===== config.mk =====
export PLATFORM = sky130hd
export DESIGN_NAME = ahb_lite_sram_slave_flat
export DESIGN_NICKNAME = d
export VERILOG_FILES = /design/src/rtl/ahb_lite_sram_slave_pkg.sv /design/src/rtl/ahb_lite_sram_slave_if.sv /design/src/rtl/ahb_lite_sram_mem.sv /design/src/rtl/ahb_lite_sram_slave.sv /design/src/flat_wrapper.sv
export SDC_FILE = /design/constraint.sdc
export NUM_CORES = 2
export LEC_CHECK = 0
export ABC_AREA = 1
export CORE_UTILIZATION = 52
export DETAILED_ROUTE_END_ITERATION = 12
export PLACE_DENSITY_LB_ADDON = 0.25
export SYNTH_ARGS = -nofsm -noshare
export SYNTH_HDL_FRONTEND = slang
export SYNTH_HIERARCHICAL = 1
export SYNTH_SLANG_ARGS = --single-unit

===== constraint.sdc =====
create_clock -name HCLK -period 3 [get_ports HCLK]
set_clock_uncertainty 0.15 [all_clocks]
set_input_delay 0.6 -clock HCLK [delete_from_list [all_inputs] [get_ports HCLK]]
set_output_delay 0.6 -clock HCLK [all_outputs]
set_load 0.03 [all_outputs]

===== src/rtl/ahb_lite_sram_slave_pkg.sv =====
// AHB-Lite encodings, slave FSM state codes and the byte-lane helper shared by the SRAM slave.
// Pure definitions: no latency, no backpressure.
package ahb_lite_pkg;

    localparam logic [1:0] HTRANS_IDLE   = 2'b00;
    localparam logic [1:0] HTRANS_BUSY   = 2'b01;
    localparam logic [1:0] HTRANS_NONSEQ = 2'b10;
    localparam logic [1:0] HTRANS_SEQ    = 2'b11;

    localparam logic [2:0] HSIZE_BYTE = 3'd0;
    localparam logic [2:0] HSIZE_HALF = 3'd1;
    localparam logic [2:0] HSIZE_WORD = 3'd2;

    localparam logic HRESP_OKAY  = 1'b0;
    localparam logic HRESP_ERROR = 1'b1;

    localparam logic [2:0] S_IDLE = 3'd0;
    localparam logic [2:0] S_WAIT = 3'd1;
    localparam logic [2:0] S_DONE = 3'd2;
    localparam logic [2:0] S_ERR1 = 3'd3;
    localparam logic [2:0] S_ERR2 = 3'd4;

    function automatic logic [3:0] lane_mask(input logic [2:0] size, input logic [1:0] lo);
        case (size)
            HSIZE_BYTE: lane_mask = 4'b0001 << lo;
            HSIZE_HALF: lane_mask = lo[1] ? 4'b1100 : 4'b0011;
            HSIZE_WORD: lane_mask = 4'b1111;
            default:    lane_mask = 4'b0000;
        endcase
    endfunction

endpackage


===== src/rtl/ahb_lite_sram_slave_if.sv =====
// AHB-Lite bus bundle between a master/mux side and the SRAM slave.
// Wires only: no latency; HREADYOUT/HREADY carry the wait-state backpressure.
interface ahb_lite_sram_slave_if;
    logic        HSEL;
    logic [31:0] HADDR;
    logic        HWRITE;
    logic [2:0]  HSIZE;
    logic [1:0]  HTRANS;
    logic [2:0]  HBURST;
    logic [31:0] HWDATA;
    logic        HREADY;
    logic [31:0] HRDATA;
    logic        HREADYOUT;
    logic        HRESP;

    modport master (
        output HSEL, HADDR, HWRITE, HSIZE, HTRANS, HBURST, HWDATA, HREADY,
        input  HRDATA, HREADYOUT, HRESP
    );

    modport slave (
        input  HSEL, HADDR, HWRITE, HSIZE, HTRANS, HBURST, HWDATA, HREADY,
        output HRDATA, HREADYOUT, HRESP
    );
endinterface


===== src/rtl/ahb_lite_sram_mem.sv =====
// MEM_DEPTH x 32 storage, byte write enables on the clock edge, combinational read.
// Write lands at the edge, read is zero-latency; no backpressure. Contents are never reset.
module ahb_lite_sram_mem #(
    parameter int DEPTH = 64,
    parameter int AW    = $clog2(DEPTH)
) (
    input  logic          clk,
    input  logic [AW-1:0] addr,
    input  logic [3:0]    we,
    input  logic [31:0]   wdata,
    output logic [31:0]   rdata
);
    logic [31:0] mem [DEPTH];

    always_ff @(posedge clk) begin
        for (int b = 0; b < 4; b++) begin
            if (we[b]) mem[addr][8*b +: 8] <= wdata[8*b +: 8];
        end
    end

    assign rdata = mem[addr];
endmodule


===== src/rtl/ahb_lite_sram_slave.sv =====
// AHB-Lite SRAM slave: WAIT_STATES data-phase waits per OKAY transfer, two-cycle ERROR for bad ones.
// Pipelines back-to-back transfers out of S_DONE; stalls the bus with HREADYOUT=0 in S_WAIT/S_ERR1.
module ahb_lite_sram_slave
    import ahb_lite_pkg::*;
#(
    parameter int MEM_DEPTH   = 64,
    parameter int WAIT_STATES = 1
) (
    input  logic               HCLK,
    input  logic               HRESET,
    ahb_lite_sram_slave_if.slave bus
);
    localparam int          AW        = $clog2(MEM_DEPTH);
    localparam logic [29:0] DEPTH_W   = 30'(MEM_DEPTH);
    localparam logic [3:0]  WAIT_LOAD = (WAIT_STATES > 0) ? 4'(WAIT_STATES - 1) : 4'd0;

    logic [2:0]    state, state_nxt;
    logic [3:0]    cnt, cnt_nxt;
    logic [AW-1:0] d_idx;
    logic [1:0]    d_lo;
    logic [2:0]    d_size;
    logic          d_write;
    logic          trans_active, accept, can_start, flag_err;
    logic [3:0]    mem_we;
    logic [31:0]   mem_rdata;
    logic          unused_ok;

    always_comb begin
        trans_active = 1'b0;
        case (bus.HTRANS)
            HTRANS_NONSEQ, HTRANS_SEQ: trans_active = 1'b1;
            HTRANS_IDLE, HTRANS_BUSY:  trans_active = 1'b0;
        endcase
    end

    assign can_start = (state != S_WAIT) && (state != S_ERR1);
    assign accept    = bus.HSEL && bus.HREADY && trans_active;
    assign flag_err  = (bus.HSIZE > HSIZE_WORD)
                    || ((bus.HSIZE == HSIZE_HALF) && bus.HADDR[0])
                    || ((bus.HSIZE == HSIZE_WORD) && (bus.HADDR[1:0] != 2'b00))
                    || (bus.HADDR[31:2] >= DEPTH_W);

    always_comb begin
        state_nxt = state;
        cnt_nxt   = cnt;
        case (state)
            S_WAIT: begin
                if (cnt == 4'd0) state_nxt = S_DONE;
                else             cnt_nxt   = cnt - 4'd1;
            end
            S_ERR1: state_nxt = S_ERR2;
            default: begin
                if (!accept) begin
                    state_nxt = S_IDLE;
                end else if (flag_err) begin
                    state_nxt = S_ERR1;
                end else if (WAIT_STATES > 0) begin
                    state_nxt = S_WAIT;
                    cnt_nxt   = WAIT_LOAD;
                end else begin
                    state_nxt = S_DONE;
                end
            end
        endcase
    end

    always_ff @(posedge HCLK or posedge HRESET) begin
        if (HRESET) begin
            state   <= S_IDLE;
            cnt     <= 4'd0;
            d_idx   <= '0;
            d_lo    <= 2'b00;
            d_size  <= 3'd0;
            d_write <= 1'b0;
        end else begin
            state <= state_nxt;
            cnt   <= cnt_nxt;
            if (can_start && accept) begin
                d_idx   <= bus.HADDR[AW+1:2];
                d_lo    <= bus.HADDR[1:0];
                d_size  <= bus.HSIZE;
                d_write <= bus.HWRITE;
            end
        end
    end

    // Flagged transfers never reach S_DONE, so they can never write.
    assign mem_we = ((state == S_DONE) && d_write) ? lane_mask(d_size, d_lo) : 4'b0000;

    ahb_lite_sram_mem #(.DEPTH(MEM_DEPTH), .AW(AW)) u_mem (
        .clk   (HCLK),
        .addr  (d_idx),
        .we    (mem_we),
        .wdata (bus.HWDATA),
        .rdata (mem_rdata)
    );

    assign bus.HRDATA    = (((state == S_WAIT) || (state == S_DONE)) && !d_write) ? mem_rdata : 32'd0;
    assign bus.HREADYOUT = !((state == S_WAIT) || (state == S_ERR1));
    assign bus.HRESP     = ((state == S_ERR1) || (state == S_ERR2)) ? HRESP_ERROR : HRESP_OKAY;

    assign unused_ok = ^bus.HBURST;
endmodule


===== src/flat_wrapper.sv =====
// flat-port wrapper written by rule: the top's interface ports become plain ports
module ahb_lite_sram_slave_flat import ahb_lite_pkg::*;
#(
    parameter int MEM_DEPTH   = 64,
    parameter int WAIT_STATES = 1
)
  (HCLK, HRESET, bus_HSEL, bus_HADDR, bus_HWRITE, bus_HSIZE, bus_HTRANS, bus_HBURST, bus_HWDATA, bus_HREADY, bus_HRDATA, bus_HREADYOUT, bus_HRESP);
  ahb_lite_sram_slave_if bus_i ();
  input  logic HCLK;
  input  logic HRESET;
  input wire logic [$bits(bus_i.HSEL)-1:0] bus_HSEL;
  input wire logic [$bits(bus_i.HADDR)-1:0] bus_HADDR;
  input wire logic [$bits(bus_i.HWRITE)-1:0] bus_HWRITE;
  input wire logic [$bits(bus_i.HSIZE)-1:0] bus_HSIZE;
  input wire logic [$bits(bus_i.HTRANS)-1:0] bus_HTRANS;
  input wire logic [$bits(bus_i.HBURST)-1:0] bus_HBURST;
  input wire logic [$bits(bus_i.HWDATA)-1:0] bus_HWDATA;
  input wire logic [$bits(bus_i.HREADY)-1:0] bus_HREADY;
  output wire logic [$bits(bus_i.HRDATA)-1:0] bus_HRDATA;
  output wire logic [$bits(bus_i.HREADYOUT)-1:0] bus_HREADYOUT;
  output wire logic [$bits(bus_i.HRESP)-1:0] bus_HRESP;
  assign bus_i.HSEL = bus_HSEL;
  assign bus_i.HADDR = bus_HADDR;
  assign bus_i.HWRITE = bus_HWRITE;
  assign bus_i.HSIZE = bus_HSIZE;
  assign bus_i.HTRANS = bus_HTRANS;
  assign bus_i.HBURST = bus_HBURST;
  assign bus_i.HWDATA = bus_HWDATA;
  assign bus_i.HREADY = bus_HREADY;
  assign bus_HRDATA = bus_i.HRDATA;
  assign bus_HREADYOUT = bus_i.HREADYOUT;
  assign bus_HRESP = bus_i.HRESP;
  ahb_lite_sram_slave #(.MEM_DEPTH(MEM_DEPTH), .WAIT_STATES(WAIT_STATES)) u_core (.HCLK(HCLK), .HRESET(HRESET), .bus(bus_i));
endmodule

### Word-level counts from Yosys, hierarchy flattened

Memory sizes are Yosys's and may differ from the RTL's.
Cells that the tools add are included.

* bits in registers: 19
* latch bits: 0
* RAM bits: 2048
* memory bits (read-only): 0
* input bits: 77
* output and inout bits: 34
* logic and storage cells: 74
* memories: 1

Memories
* u_core.u_mem.mem: depth 64, width 32, rd ports 1, clocked after Yosys merged registers in 0, write ports 1, RTL line ahb_lite_sram_mem.sv:13 `logic [31:0] mem [DEPTH];`

* $add $sub $neg: 1
* multipliers: 0
* divide/modulo/power cells: 0
* $lt $le $gt $ge: 2
* equality and inequality tests: 16
* shift operators: 1
* multiplexer cells: 22
* bitwise operators: 1
* reductions and logical operators: 24

Operators by type and width (count)
* 2-to-1 mux 32 bit: 1
* greater-or-equal comparator 30 x 7 -> 1 bit, second input constant: 1
* 2-to-1 mux 4 bit: 5
* == test 3 x 2 -> 1 bit, second input constant: 4
* case mux 4 bit (3 select lines): 1
* == test 3 x 1 -> 1 bit, second input constant: 3
* 2-to-1 mux 1 bit: 9
* logical AND 1 bit: 8
* case mux 4 bit (2 select lines): 1
* logical OR 1 bit: 6
* 2-to-1 mux 3 bit: 2
* case mux 3 bit (2 select lines): 1
* == test 2 bit, second input constant: 2
* logical NOT 4 bit: 1
* != test 2 bit, second input constant: 2
* AND reduction 4 bit: 1
* nonzero test 2 bit: 2
* OR reduction 2 bit: 2
* left shift 1 x 2 -> 4 bit, first input constant: 1
* subtractor 4 x 1 -> 4 bit, second input constant: 1
* == test 3 bit, second input constant: 1
* > comparator 3 x 2 -> 1 bit, second input constant: 1
* logical NOT 3 bit: 1
* != test 3 x 1 -> 1 bit, second input constant: 1
* other kinds (8): 9

### Depth between registers and ports, before layout

* word-level depth: 8
* mapped depth: 17
* mapped depth without buffers: 13

### Modules after synthesis

Netlist, hierarchy kept.

Modules (own cells, without submodules)
* ahb_lite_sram_mem: times used 1, cells an instance 8691, area an instance 87064.8 um^2, seq. area each 61499.0 um^2
* ahb_lite_sram_slave: times used 1, cells an instance 226, area an instance 1421.4 um^2, seq. area each 475.5 um^2

### Least setup slack after synthesis

No wires, ideal clock.

* path type: reg2out
* start point: register u_core.d_idx[2]
* end point: output port bus_HRDATA[17]
* arrival: 1.887 ns
* path slack: 0.363 ns
* stages on the path, launching flop included: 13
* path buffers: 3
* path through: dfrtp_1 clkbuf_1 inv_2 clkbuf_1 clkbuf_1 nand2_1 nand2_1 nand2_1 nand2_1 nor2_1 nand2_1 inv_1 nor2_1

* longest elaborated chain between the ends: 2

RTL lines
* start: declaration: RTL line ahb_lite_sram_slave.sv:19 `logic [AW-1:0] d_idx;`
* start signal: assignment: RTL line ahb_lite_sram_slave.sv:79 `d_idx <= bus.HADDR[AW+1:2];`
* memory read (64 x 32 bit)
* net u_core.mem_rdata[17]: RTL line ahb_lite_sram_slave.sv:25 `logic [31:0] mem_rdata;`
* 2-to-1 mux 32 bit: RTL line ahb_lite_sram_slave.sv:98 `assign bus.HRDATA = (((state == S_WAIT) || (state == S_DONE)) && !d_write) ? mem_rdata : 32'd0;`
* end: declaration: RTL line flat_wrapper.sv:19 `output wire logic [$bits(bus_i.HRDATA)-1:0] bus_HRDATA;`

The timed path passes the listed nets, and every way through them passes these cells.

### Final worst setup path

* start point: register u_core.state[0]
* end point: output port bus_HRDATA[11]

* longest elaborated chain between the ends: 4

RTL lines
* start: declaration: RTL line ahb_lite_sram_slave.sv:17 `logic [2:0] state, state_nxt;`
* start signal: assignment: RTL line ahb_lite_sram_slave.sv:76 `state <= state_nxt;`
* == test 3 x 1 -> 1 bit or == test 3 x 2 -> 1 bit (tied branches): RTL line ahb_lite_sram_slave.sv:98
* logical OR 1 bit (*): RTL line ahb_lite_sram_slave.sv:98
* logical AND 1 bit (*): RTL line ahb_lite_sram_slave.sv:98
* 2-to-1 mux 32 bit (*): RTL line ahb_lite_sram_slave.sv:98

Every way passes the cells marked *; elsewhere a longest branch is shown, timed or not.

==> out/metrics.cfg <==
[outcome]
status=finished, violations left
violations=negative setup slack

[grt]
overflow=0
grt_pass1_wl_mm=379
antenna_found_initial=27
grt_max_degree=65
track_usage_pct=29.5
grt_pass1_vias=61400

[place]
place.gp.congestion=0.933
io_buffers=106
post-place-ws_ns=-0.409
post-dp-hpwl_mm=162
place_area_um2=97500

[worst_setup_path]
reg2reg_to=u_core/u_mem/mem[3][2]
startpoint=u_core/state[0]
r2r-start=u_core/d_idx[1]
reg2reg_depth=10
r2r_slack_ns=-0.03
cp.arrival_ns=3.33
crit_end=bus_HRDATA[11]
crit_fanout=11
worstSetupEndpointType=output port
worst_ep_required_time_ns=2.25
worstSetupPathType=reg -> out
startpoint_type=flip-flop

[route]
drc=0
vias_per_cell=5.38
drtIter0Drc=7528
drt_pre_antenna_iters=6
wl_mm=258
ant_nets=0
wl_per_cell_um=21.5
via_count=64500

[pwr]
power.leakage_uw=0.0450
p_per_area_nw_per_um2=847
sw_frac_of_total_pct=36.4
power.internal_uw=57300
p_clk_share_pct=26.5
vdd_ir_drop_max_mv=0.571
power_frac_seq_pct=35.6
p_comb_share_pct=37.9
p_sw_uw=32700

[timing]
setup_viol=48
rsz0062_at_grt=true
slew_headroom_pct=31.6
hold_ws_ns=0.0726
fmax_ghz=0.245
post-route-period-util_pct=136
timing.final.ws_setup_ns=-1.08
period_minus_slack_ns=4.08
slew_violations=0
hold_violations=0
tightestPinTransition_ns=1.02
tns_ns=-32.52

[final_layout]
layout-drive-gt1-share_pct=14.8
area_growth_pct=20.1
fin_area_um2=106000
fin_nets=9675

[yosys]
synth.area.top_cells=edfxtp_1, nand2_1, nor2_1
yosys.area.top_type=edfxtp_1
synth_seq_cells=2067
syn_inst=8917
netlist_top_cells_count=nand2_1, edfxtp_1, nor2_1, buf_2, clkbuf_1
yosys.area_share.simple_pct=26.8
synth_mux_area_share_pct=0
yosysWarnings=6
synthAdderAreaFrac_pct=0.0283
synth_compound_area_share_pct=0.195
async_reset_ff_share_pct=0.919
synth-edff-count=2048
syn_area_um2=88500
ys.flop_type=edfxtp_1
yosysMostFrequentCell=nand2_1
netlist.area_leader.share_pct=69.5
ys_seq_area_share_pct=70.0
synth.net_count=8996
ys_types=32
avgSynthCellArea_um2=9.92
synth_top_family_by_area=simple AND/OR/NAND/NOR gates
synth_xor_area_share_pct=0.0198

[floorplanning]
initial_core_util_pct=52.3
dieArea_um2=172000
die_w_um=415
rows=151
coreArea_um2=169000
pin_count=111
die_h_um=415

[clock_network]
cts_root_buf=clkbuf_16
clk_pin_slew_worst_paths_ns=0.06
clock_latency_ns=0.83
tritoncts=built
cts_inserted_buffers=202
cts_buffer_depth=3
clkSinkCount=2067
htree_num_levels=4

[flow_run]
max-cap-violations=0

[worst_hold_path]
hold_path_class=in -> async

[power groups by stage]
stage                     clock (uW)  combinational [uW]  sequential [uW]
final                          23800               34100            32100
after global routing           25100               36800            32100
after CTS                      24100               32300            32100
after detailed placement           0               29400            32700
after global placement             0               29100            32700
after floorplan                    0               17100            32600
[through the flow]
stage	total power, uW	std cells	util, %
after global placement	61800	11500	57.7
after CTS	88400	11900	62.3
final	90000	12000	62.9
after floorplan	49700	8917	-
after detailed placement	62100	11500	57.7
after global routing	94000	12000	62.8
[critical path: stages, from the launching register on]
cell	delay, ns
dfrtp_1	0.46
nand3_4	0.12
inv_1	0.30
o21ai_4	0.85
buf_4	0.39
nor2_2	0.09
buf_4	0.15
buf_12	0.13
[worst min path at each step]
stage,from,endpoint,cells past startpoint
after floorplan,u_core/d_idx[2],u_core/d_idx[2],2
after global placement,u_core/cnt[1],u_core/cnt[1],2
after detailed placement,u_core/cnt[0],u_core/cnt[0],2
after CTS,HRESET,u_core/cnt[1],2
after global routing,bus_HWDATA[27],u_core/u_mem/mem[12][27],1
final,HRESET,u_core/cnt[3],2
[final cells by class]
type | count | area (um^2)
fillers | 12800 | 62800
flip-flops and latches | 2067 | 62000
clock inverters | 112 | 848
clock buffers | 249 | 5270
diodes | 14 | 35.0
multi-input cells | 6312 | 24800
repair buffers | 927 | 10200
well taps | 2218 | 2780
repair inverters | 4 | 57.6
inverters | 82 | 370
[cell usage in the layout, fill, tap and decap left out, types with 4 or more instances in the layout]
cell,instances
nand2_1,5670
edfxtp_1,2048
buf_4,589
nor2_1,324
clkbuf_16,215
nand2_2,164
buf_12,157
clkinv_1,62
inv_1,52
clkbuf_1,45
buf_6,42
clkdlybuf4s50_1,40
nor2_2,38
buf_16,33
buf_2,33
nor2_4,33
clkinv_2,24
inv_2,23
dfrtp_1,16
nand3_1,15
diode_2,14
buf_8,14
o21ai_0,11
bufinv_16,9
nand2_4,9
inv_6,8
nor3_2,8
o21ai_1,6
bufbuf_16,5
or2_2,5
o211ai_1,5
nor3_1,4
[per-layer routing]
metal	up-vias	global-route usage (%)	wire length [um]
li1	30100	-	-
met1	30700	39.9	99700
met2	3221	46.5	120000
met3	549	5.46	25900
met4	4	13.4	12700
met5	-	0.556	149
[logic make-up (layout without fill, tap and decap cells)]
group	Yosys count	in the layout
flip-flops	2067	2067
AND/OR/NAND/NOR	6278	6278
adder cells (fa/ha/maj)	2	2
buffers and inverters	539	1374
XOR/XNOR	2	2
AO/OA/AOI/OAI	29	30
other	0	14
[repair_timing]
action | in CTS | in global routing
hold buffers | 2 | 0
pin swaps | 65 | 89
gates resized for setup | 251 | 195
endpoints found under the setup margin | 38 | 47
endpoints found under the hold margin | 15 | 0
buffers inserted | 25 | 17
cloned | 25 | 11
[state kept, by name, summed over array words and instances, names as in the netlist]
signal and count:
u_core/state 3, u_core/d_size 3, u_core/u_mem/mem 2048, u_core/d_lo 2
u_core/cnt 4, u_core/d_write 1, u_core/d_idx 6
Note: power is estimated with default switching activity, not from simulation.
